[src/rtl/host_loader.sv]
// Host-side command sequencer in front of the CPU external port.
// It parses header+payload frames and turns them into cache loads, readbacks and timed CPU runs.
module host_loader #(
  parameter int READ_LAT = 1
) (
  input  logic        clk,
  input  logic        reset,
  input  logic        s_valid,
  input  logic [31:0] s_data,
  output logic        s_ready,
  output logic        m_valid,
  output logic [31:0] m_data,
  input  logic        m_ready,
  output logic        cpu_reset,
  output logic [1:0]  cpu_cmd,
  output logic [31:0] cpu_addr,
  output logic [31:0] cpu_wdata,
  input  logic [31:0] cpu_rdata,
  output logic        busy,
  output logic        err
);

  typedef enum logic [2:0] {S_IDLE, S_WRITE, S_READ_WAIT, S_READ_OUT, S_RUN} state_t;

  localparam logic [1:0] CMD_REG  = 2'b00;
  localparam logic [1:0] CMD_IWR  = 2'b01;
  localparam logic [1:0] CMD_DRD  = 2'b10;
  localparam logic [1:0] CMD_DWR  = 2'b11;
  localparam int         LAT_W    = $clog2(READ_LAT + 2);

  state_t             r_state, w_state_nxt;
  logic [12:0]        r_cnt, w_cnt_nxt;
  logic [15:0]        r_addr, w_addr_nxt;
  logic               r_is_imem, w_is_imem_nxt;
  logic [LAT_W-1:0]   r_lat, w_lat_nxt;
  logic [28:0]        r_run, w_run_nxt;
  logic               r_cpu_reset, w_cpu_reset_nxt;
  logic [1:0]         r_cpu_cmd, w_cpu_cmd_nxt;
  logic [31:0]        r_cpu_addr, w_cpu_addr_nxt;
  logic [31:0]        r_cpu_wdata, w_cpu_wdata_nxt;
  logic               r_m_valid, w_m_valid_nxt;
  logic [31:0]        r_m_data, w_m_data_nxt;
  logic               r_busy, r_err, w_err_nxt;

  logic [2:0]  w_op;
  logic [12:0] w_cnt_hdr;
  logic [15:0] w_base;
  logic [28:0] w_cycles;
  logic        w_s_fire;
  logic [15:0] w_addr_inc;

  assign w_op      = s_data[31:29];
  assign w_cnt_hdr = s_data[28:16];
  assign w_base    = {s_data[15:2], 2'b00};
  assign w_cycles  = s_data[28:0];

  assign s_ready   = !reset && (r_state == S_IDLE || r_state == S_WRITE);
  assign w_s_fire  = s_valid && s_ready;

  // Register indices wrap mod 32, memory byte addresses wrap mod 2^16.
  assign w_addr_inc = (r_cpu_cmd == CMD_REG) ? {11'b0, r_addr[4:0] + 5'd1} : r_addr + 16'd4;

  // NOTE: every signal gets its default before the case, so no path leaves one unassigned (no latch).
  always_comb begin
    w_state_nxt     = r_state;
    w_cnt_nxt       = r_cnt;
    w_addr_nxt      = r_addr;
    w_is_imem_nxt   = r_is_imem;
    w_lat_nxt       = r_lat;
    w_run_nxt       = r_run;
    w_cpu_reset_nxt = 1'b1;
    w_cpu_cmd_nxt   = CMD_DRD;
    w_cpu_addr_nxt  = r_cpu_addr;
    w_cpu_wdata_nxt = r_cpu_wdata;
    w_m_valid_nxt   = r_m_valid;
    w_m_data_nxt    = r_m_data;
    w_err_nxt       = r_err;

    unique case (r_state)
      S_IDLE: begin
        if (w_s_fire) begin
          unique case (w_op)
            3'b001, 3'b011: if (w_cnt_hdr != 13'd0) begin
              w_state_nxt   = S_WRITE;
              w_cnt_nxt     = w_cnt_hdr;
              w_addr_nxt    = w_base;
              w_is_imem_nxt = (w_op == 3'b001);
            end
            3'b010: if (w_cnt_hdr != 13'd0) begin
              w_state_nxt    = S_READ_WAIT;
              w_cnt_nxt      = w_cnt_hdr;
              w_addr_nxt     = w_base;
              w_lat_nxt      = '0;
              w_cpu_addr_nxt = {16'b0, w_base};
            end
            3'b000: if (w_cnt_hdr != 13'd0) begin
              w_state_nxt    = S_READ_WAIT;
              w_cnt_nxt      = w_cnt_hdr;
              w_addr_nxt     = {11'b0, s_data[4:0]};
              w_lat_nxt      = '0;
              w_cpu_cmd_nxt  = CMD_REG;
              w_cpu_addr_nxt = {27'b0, s_data[4:0]};
            end
            3'b100: if (w_cycles != 29'd0) begin
              w_state_nxt     = S_RUN;
              w_run_nxt       = w_cycles;
              w_cpu_reset_nxt = 1'b0;
            end
            default: w_err_nxt = 1'b1;
          endcase
        end
      end
      S_WRITE: begin
        if (w_s_fire) begin
          w_cpu_cmd_nxt   = r_is_imem ? CMD_IWR : CMD_DWR;
          w_cpu_addr_nxt  = {16'b0, r_addr};
          w_cpu_wdata_nxt = s_data;
          w_addr_nxt      = r_addr + 16'd4;
          w_cnt_nxt       = r_cnt - 13'd1;
          if (r_cnt == 13'd1) w_state_nxt = S_IDLE;
        end
      end
      S_READ_WAIT: begin
        w_cpu_cmd_nxt = r_cpu_cmd;
        if (r_lat == LAT_W'(READ_LAT)) begin
          w_m_valid_nxt = 1'b1;
          w_m_data_nxt  = cpu_rdata;
          w_state_nxt   = S_READ_OUT;
        end else begin
          w_lat_nxt = r_lat + 1'b1;
        end
      end
      S_READ_OUT: begin
        w_cpu_cmd_nxt = r_cpu_cmd;
        if (m_ready) begin
          w_m_valid_nxt = 1'b0;
          if (r_cnt == 13'd1) begin
            w_state_nxt   = S_IDLE;
            w_cpu_cmd_nxt = CMD_DRD;
          end else begin
            w_cnt_nxt      = r_cnt - 13'd1;
            w_addr_nxt     = w_addr_inc;
            w_cpu_addr_nxt = {16'b0, w_addr_inc};
            w_lat_nxt      = '0;
            w_state_nxt    = S_READ_WAIT;
          end
        end
      end
      S_RUN: begin
        if (r_run == 29'd1) begin
          w_state_nxt = S_IDLE;
        end else begin
          w_cpu_reset_nxt = 1'b0;
          w_run_nxt       = r_run - 29'd1;
        end
      end
      default: w_state_nxt = S_IDLE;
    endcase
  end

  // NOTE: state is updated with non-blocking assignments so every register samples pre-edge values.
  always_ff @(posedge clk) begin
    if (reset) begin
      r_state     <= S_IDLE;
      r_cnt       <= '0;
      r_addr      <= '0;
      r_is_imem   <= 1'b0;
      r_lat       <= '0;
      r_run       <= '0;
      r_cpu_reset <= 1'b1;
      r_cpu_cmd   <= CMD_DRD;
      r_cpu_addr  <= '0;
      r_cpu_wdata <= '0;
      r_m_valid   <= 1'b0;
      r_m_data    <= '0;
      r_busy      <= 1'b0;
      r_err       <= 1'b0;
    end else begin
      r_state     <= w_state_nxt;
      r_cnt       <= w_cnt_nxt;
      r_addr      <= w_addr_nxt;
      r_is_imem   <= w_is_imem_nxt;
      r_lat       <= w_lat_nxt;
      r_run       <= w_run_nxt;
      r_cpu_reset <= w_cpu_reset_nxt;
      r_cpu_cmd   <= w_cpu_cmd_nxt;
      r_cpu_addr  <= w_cpu_addr_nxt;
      r_cpu_wdata <= w_cpu_wdata_nxt;
      r_m_valid   <= w_m_valid_nxt;
      r_m_data    <= w_m_data_nxt;
      r_busy      <= (w_state_nxt != S_IDLE);
      r_err       <= w_err_nxt;
    end
  end

  assign cpu_reset = r_cpu_reset;
  assign cpu_cmd   = r_cpu_cmd;
  assign cpu_addr  = r_cpu_addr;
  assign cpu_wdata = r_cpu_wdata;
  assign m_valid   = r_m_valid;
  assign m_data    = r_m_data;
  assign busy      = r_busy;
  assign err       = r_err;

endmodule

[config.mk]
export PLATFORM = sky130hd
export DESIGN_NAME = host_loader
export DESIGN_NICKNAME = d
export VERILOG_FILES = /design/src/rtl/host_loader.sv
export SDC_FILE = /design/constraint.sdc
export NUM_CORES = 1
export LEC_CHECK = 0
export CORE_AREA = 2 2 141 143
export DETAILED_ROUTE_END_ITERATION = 12
export DIE_AREA = 0 0 143 145
export HOLD_SLACK_MARGIN = 0.12
export SKIP_CTS_REPAIR_TIMING = 1
export SLEW_MARGIN = 10
export SYNTH_ARGS = -nofsm -noshare
export SYNTH_HDL_FRONTEND = slang
export SYNTH_SLANG_ARGS = --single-unit
[constraint.sdc]
create_clock -name clk -period 2.7 [get_ports clk]
set_input_delay 0.54 -clock clk [delete_from_list [all_inputs] [get_ports clk]]
set_output_delay 0.54 -clock clk [all_outputs]
set_load 0.03 [all_outputs]
======== After elaboration in Yosys (flattened, before gate mapping) ========
Index checks and enable logic that the tools add are counted.
storage, ports and cells
  register bits ........................... 166
  output and inout port bits .............. 103
  word-level logic and storage cells ...... 144
operators by class
  reductions and logical operators ........ 30
  eq/ne operators ......................... 29
  $add $sub $neg .......................... 5
  muxes and demuxes ....................... 64
  bitwise gates (word level) .............. 2
operator list
  cell                     count
  $mux W32                 6
  $mux W29                 4
  $mux W16                 7
  $pmux W32 S3             1
  $mux W13                 6
  $pmux W32 S2             1
  $pmux W29 S2             1
  $pmux W16 S3             1
  $pmux W13 S3             1
  $pmux W16 S2             1
  $eq A29 B1 Y1 const B    1
  $reduce_bool A29 Y1      1
  $sub A29 B1 Y29 const B  1
  $mux W2                  14
  $mux W3                  9
  $ne A2 B2 Y1 const B     10
  $add A16 B3 Y16 const B  1
  $reduce_and A8 Y1        2
  $pmux W3 S5              1
  $reduce_and A7 Y1        2
  $eq A13 B1 Y1 const B    1
  $reduce_bool A13 Y1      1
  $sub A13 B1 Y13 const B  1
  $eq A3 B2 Y1 const B     4
  other kinds (30)         52

======== Longest topological paths before layout ========
  depth after elaboration ................. 7
  depth in mapped cells ................... 10
  depth with buffers taken out ............ 8

======== Worst setup path after synthesis ========
Ideal clock, no wire load.
  kind .................................... input-to-output
  start ................................... in reset
  end ..................................... out s_ready
  path buffers ............................ 3
  cell stages on the path ................. 4
  arrival time ............................ 1.764 ns
  setup slack ............................. 0.396 ns
  cells stage by stage .................... clkbuf_1 > clkbuf_1 > clkbuf_1 > nor3_1
on the way
  word-level cells in the longest chain between the ends .. 2
ends and longest elaborated chain
  element              line  RTL
  start, declared      7     input logic reset,
  $logic_not A1 Y1     57    assign s_ready = !reset && (r_state == S_IDLE || r_state == S_WRITE);
  $logic_and A1 B1 Y1  57
  end, declared        10    output logic s_ready,
No other way between the ends.

======== Final worst setup path ========
  start ................................... in s_data[15]
  end ..................................... reg r_run[3]
on the way
  word-level cells in the longest chain between the ends .. 3
ends and longest elaborated chain
  element                      line  RTL
  start, declared              9     input logic [31:0] s_data,
  $reduce_bool A29 Y1          104   3'b100: if (w_cycles != 29'd0) begin
  $ne A2 B1 Y1 (no line)       --
  $reduce_and A5 Y1 (no line)  --
  end signal, assigned         184   r_run <= w_run_nxt;
  end, declared                36    logic [28:0] r_run, w_run_nxt;
No other way between the ends.
A chain may end at the register's enable or synchronous reset.

==> impl_results.md <==
* DR pass1 iterations at 7
* Adder-cell area share of the yosys netlist at 0.0116
* Syn avg cell area at 7.28 um^2
* Hold WC Path Type: in2reg
* Pre-CTS WS at -0.595 ns
* Root Driver: clkbuf_16
* Drc violations at 0
* GR Overflow Total at 0
* Clk sinks at 150
* Tmin final at 2.57 ns
* CP max FO at 10
* Largest family of logic cells by synthesized area: simple AND/OR/NAND/NOR gates
* Final worst slack at 0.134 ns
* # diodes at 0
* Number of max-cap violations at 0
* CTS tree: built
* Htree depth at 4
* Hpwl dp at 17.1 mm
* Endpoints failing setup at 0
* DIE AREA at 20,700 um^2
* R2R depth at 6
* Post-synth EDFFs at 0
* Fmax at 390 MHz
* Cell variety after synth at 59
* Nets at 1,285
* Cell Area, Placed at 9660 um^2
* Crit-path slowest cell: clkdlybuf4s50_1
* Area growth, synth to finish at 36.5%
* Slew Limit Fails at 0
* Gpl congestion at 0.886
* Num CTS Buffers at 17
* Leakage at 3.67 nW
* Final hold violations at 0
* Wirelength per Cell at 16.2 um
* Critical R2R Launch: r_run[9]
* Final period util at 0.950
* Crit start category: primary input
* Area taken by multi-input logic gates at 4160 um^2
* WL final at 24.0 mm
* Max incr delay on CP at 0.53 ns
* Non-Filler Instances at 1,488
* Worst setup path end: r_run[3]
* Synth async-reset ratio at 0
* Main synth FF type: dfxtp_1
* Status: finished clean
* Vias in the first global route at 7,525
* Leading cell types in the layout, fill and taps excluded: nand2_1, clkdlybuf4s50_1, dfxtp_1, a21oi_1, nor2_1
* Setup Skew at 0.00723 ns
* Port Buffers at 154
* Worst endpoint required time at 3.05 ns
* Clk slew on worst S/H paths at 0.06 ns
* Multiplexer area fraction after synthesis at 0.00797
* Antenna Violating Nets Remaining at 0
* Worst slew pin tran at 0.801 ns
* CTS max path bufs at 2
* R2R Setup Slk at 0.30 ns
* First-pass GRT wire length at 39.1 mm
* Crit path cell chain: clkdlybuf4s50_1 > nor4_2 > nand4_1 > o2111ai_2 > o21a_4 > buf_4 > o21ai_1 > a21oi_1
* Worst relative slew slack at 0.466
* Hold_ws at 0.450 ns
* Initial antenna violation count at 2
* Largest net degree at the start of global routing at 75
* Cell Pwr Density at 547 nW/um^2
* Inst Count DP at 1,456
* Compound-cell area share of the yosys netlist at 0.232
* I/O pins at 171
* Share of layout cells above drive strength 1 at 0.102
* YS warnings at 0
* Worst setup EP type: flip-flop
* Worst-Skew Late Latency at 0.43 ns
* R2r endpoint: r_run[26]
* Seq/Total Area, Yosys at 0.399
* Iteration-0 DRC Markers at 581
* Vias at 7,964
* Max rail drop VDD at 449 uV
* Die H at 145 um
* Number of placement rows at 51
* Mapped Cells at 1,035
* CORE AREA at 19,200 um^2
* RSZ-0062 raised after global routing: false
* Fillcell total at 1,896
* Final Util at 0.535
* Simple-Gate Fraction of Synth Area at 0.282
* Post-Layout Inst Area at 10,300 um^2
* Vias/cell at 5.35
* Setup_tns at 0 ns
* CP Launch Point: s_data[15]
* All-Layer GR Usage at 0.234
* Design Power at 5.62 mW
* Most common cell after layout, fill and taps aside: nand2_1
* Setup Crit Path Kind: in2reg
* Die width at 143 um
* Initial Util at 0.392
* Reg area at 3000 um^2
* Xor and xnor area share after synthesis at 0.00698
* Syn Std Cell Area at 7530 um^2
* Synth Register Bits at 150
* Worst EP arrival at 2.91 ns
==> logic make-up after synthesis <==
| family | after synthesis |
|---|---|
| mux | 6 |
| flops | 150 |
| compound gates | 293 |
| fa+ha+maj | 7 |
| xor+xnor | 6 |
| buf+inv | 98 |
| simple gates | 474 |
| other cells | 1 |
==> state kept, by name, summed over array words and instances, names as in the netlist, 2 cells and up <==
signal and flops:
r_lat 2, cpu_addr 16, cpu_wdata 32, r_addr 16
r_run 29, cpu_cmd 2, r_state 3, r_cnt 13
m_data 32
==> cell usage after synthesis, types with 2 or more instances <==
| library cell | count | area (um^2) |
|---|---|---|
| nor2_1 | 107 | 402 |
| nand2b_1 | 13 | 81.3 |
| or3_1 | 7 | 43.8 |
| nor2b_1 | 4 | 25.0 |
| a22oi_1 | 11 | 82.6 |
| a21oi_1 | 142 | 711 |
| a32oi_1 | 2 | 17.5 |
| a222oi_1 | 9 | 90.1 |
| o21ai_0 | 38 | 190 |
| nand4b_1 | 2 | 17.5 |
| and2_1 | 4 | 25.0 |
| o32ai_1 | 6 | 52.6 |
| nor3b_1 | 3 | 22.5 |
| a22o_1 | 7 | 61.3 |
| and3b_1 | 2 | 17.5 |
| o211ai_1 | 3 | 22.5 |
| buf_2 | 6 | 30.0 |
| ha_1 | 7 | 87.6 |
| nor3_1 | 29 | 145 |
| a21o_1 | 2 | 15.0 |
| xnor2_1 | 2 | 17.5 |
| nor4_2 | 3 | 37.5 |
| o21ai_1 | 25 | 125 |
| or4_1 | 4 | 30.0 |
| o41ai_1 | 4 | 35.0 |
| xor2_1 | 4 | 35.0 |
| nand3_1 | 19 | 95.1 |
| a221oi_1 | 4 | 35.0 |
| a211oi_1 | 17 | 128 |
| a31oi_1 | 5 | 31.3 |
| mux2i_1 | 6 | 60.1 |
| inv_1 | 10 | 37.5 |
| or2_2 | 4 | 25.0 |
| nand4_1 | 7 | 43.8 |
| o31ai_1 | 8 | 60.1 |
| buf_6 | 2 | 22.5 |
| nor2_2 | 2 | 12.5 |
| nand2_1 | 234 | 878 |
| and3_1 | 5 | 31.3 |
| buf_4 | 17 | 128 |
| clkbuf_1 | 63 | 236 |
| dfxtp_1 | 150 | 3000 |
| nand3b_1 | 3 | 22.5 |
| nor4_1 | 18 | 113 |
==> critical path: cells and delay by family <==
kind | cells | cell delay [ns]
AND/OR/NAND/NOR | 2 | 0.85
buffers and inverters | 2 | 0.71
AO/OA/AOI/OAI | 4 | 0.79
==> routing by layer <==
layer / global-route usage / vias to the layer above / part of all wire
li1: - / 3956 / -
met1: 0.309 / 3699 / 0.45
met2: 0.367 / 276 / 0.45
met3: 0.0779 / 29 / 0.083
met4: 0.0579 / 4 / 0.013
met5: 0 / - / 0.0011
==> how the worst min path moves through the flow <==
stage | from | endpoint | depth (start not counted)
floorplan | r_is_imem | r_is_imem | 2
global placement | cpu_wdata[24] | cpu_wdata[24] | 2
detailed placement | cpu_wdata[10] | cpu_wdata[10] | 2
CTS | reset | r_addr[5] | 2
global route | reset | r_addr[6] | 2
finish | reset | cpu_addr[2] | 2
==> cell type report <==
cell class	instances	share of cell area
clock inverter	13	0.0152
sequential	150	0.292
clock buffer	19	0.0431
inverter	10	0.00365
multi-input combinational	802	0.404
timing repair buffer	229	0.209
tap	265	0.0323
==> report_power, final <==
part | leakage [nW] | switching, mW | internal [mW] | total, mW
Combinational | 2.18 | 0.495 | 0.360 | 0.856
Clock | 0.281 | 0.966 | 1.47 | 2.44
Sequential | 1.21 | 0.0578 | 2.27 | 2.33
Total | 3.67 | 1.52 | 4.10 | 5.62
(Power assumes the default switching activity.)
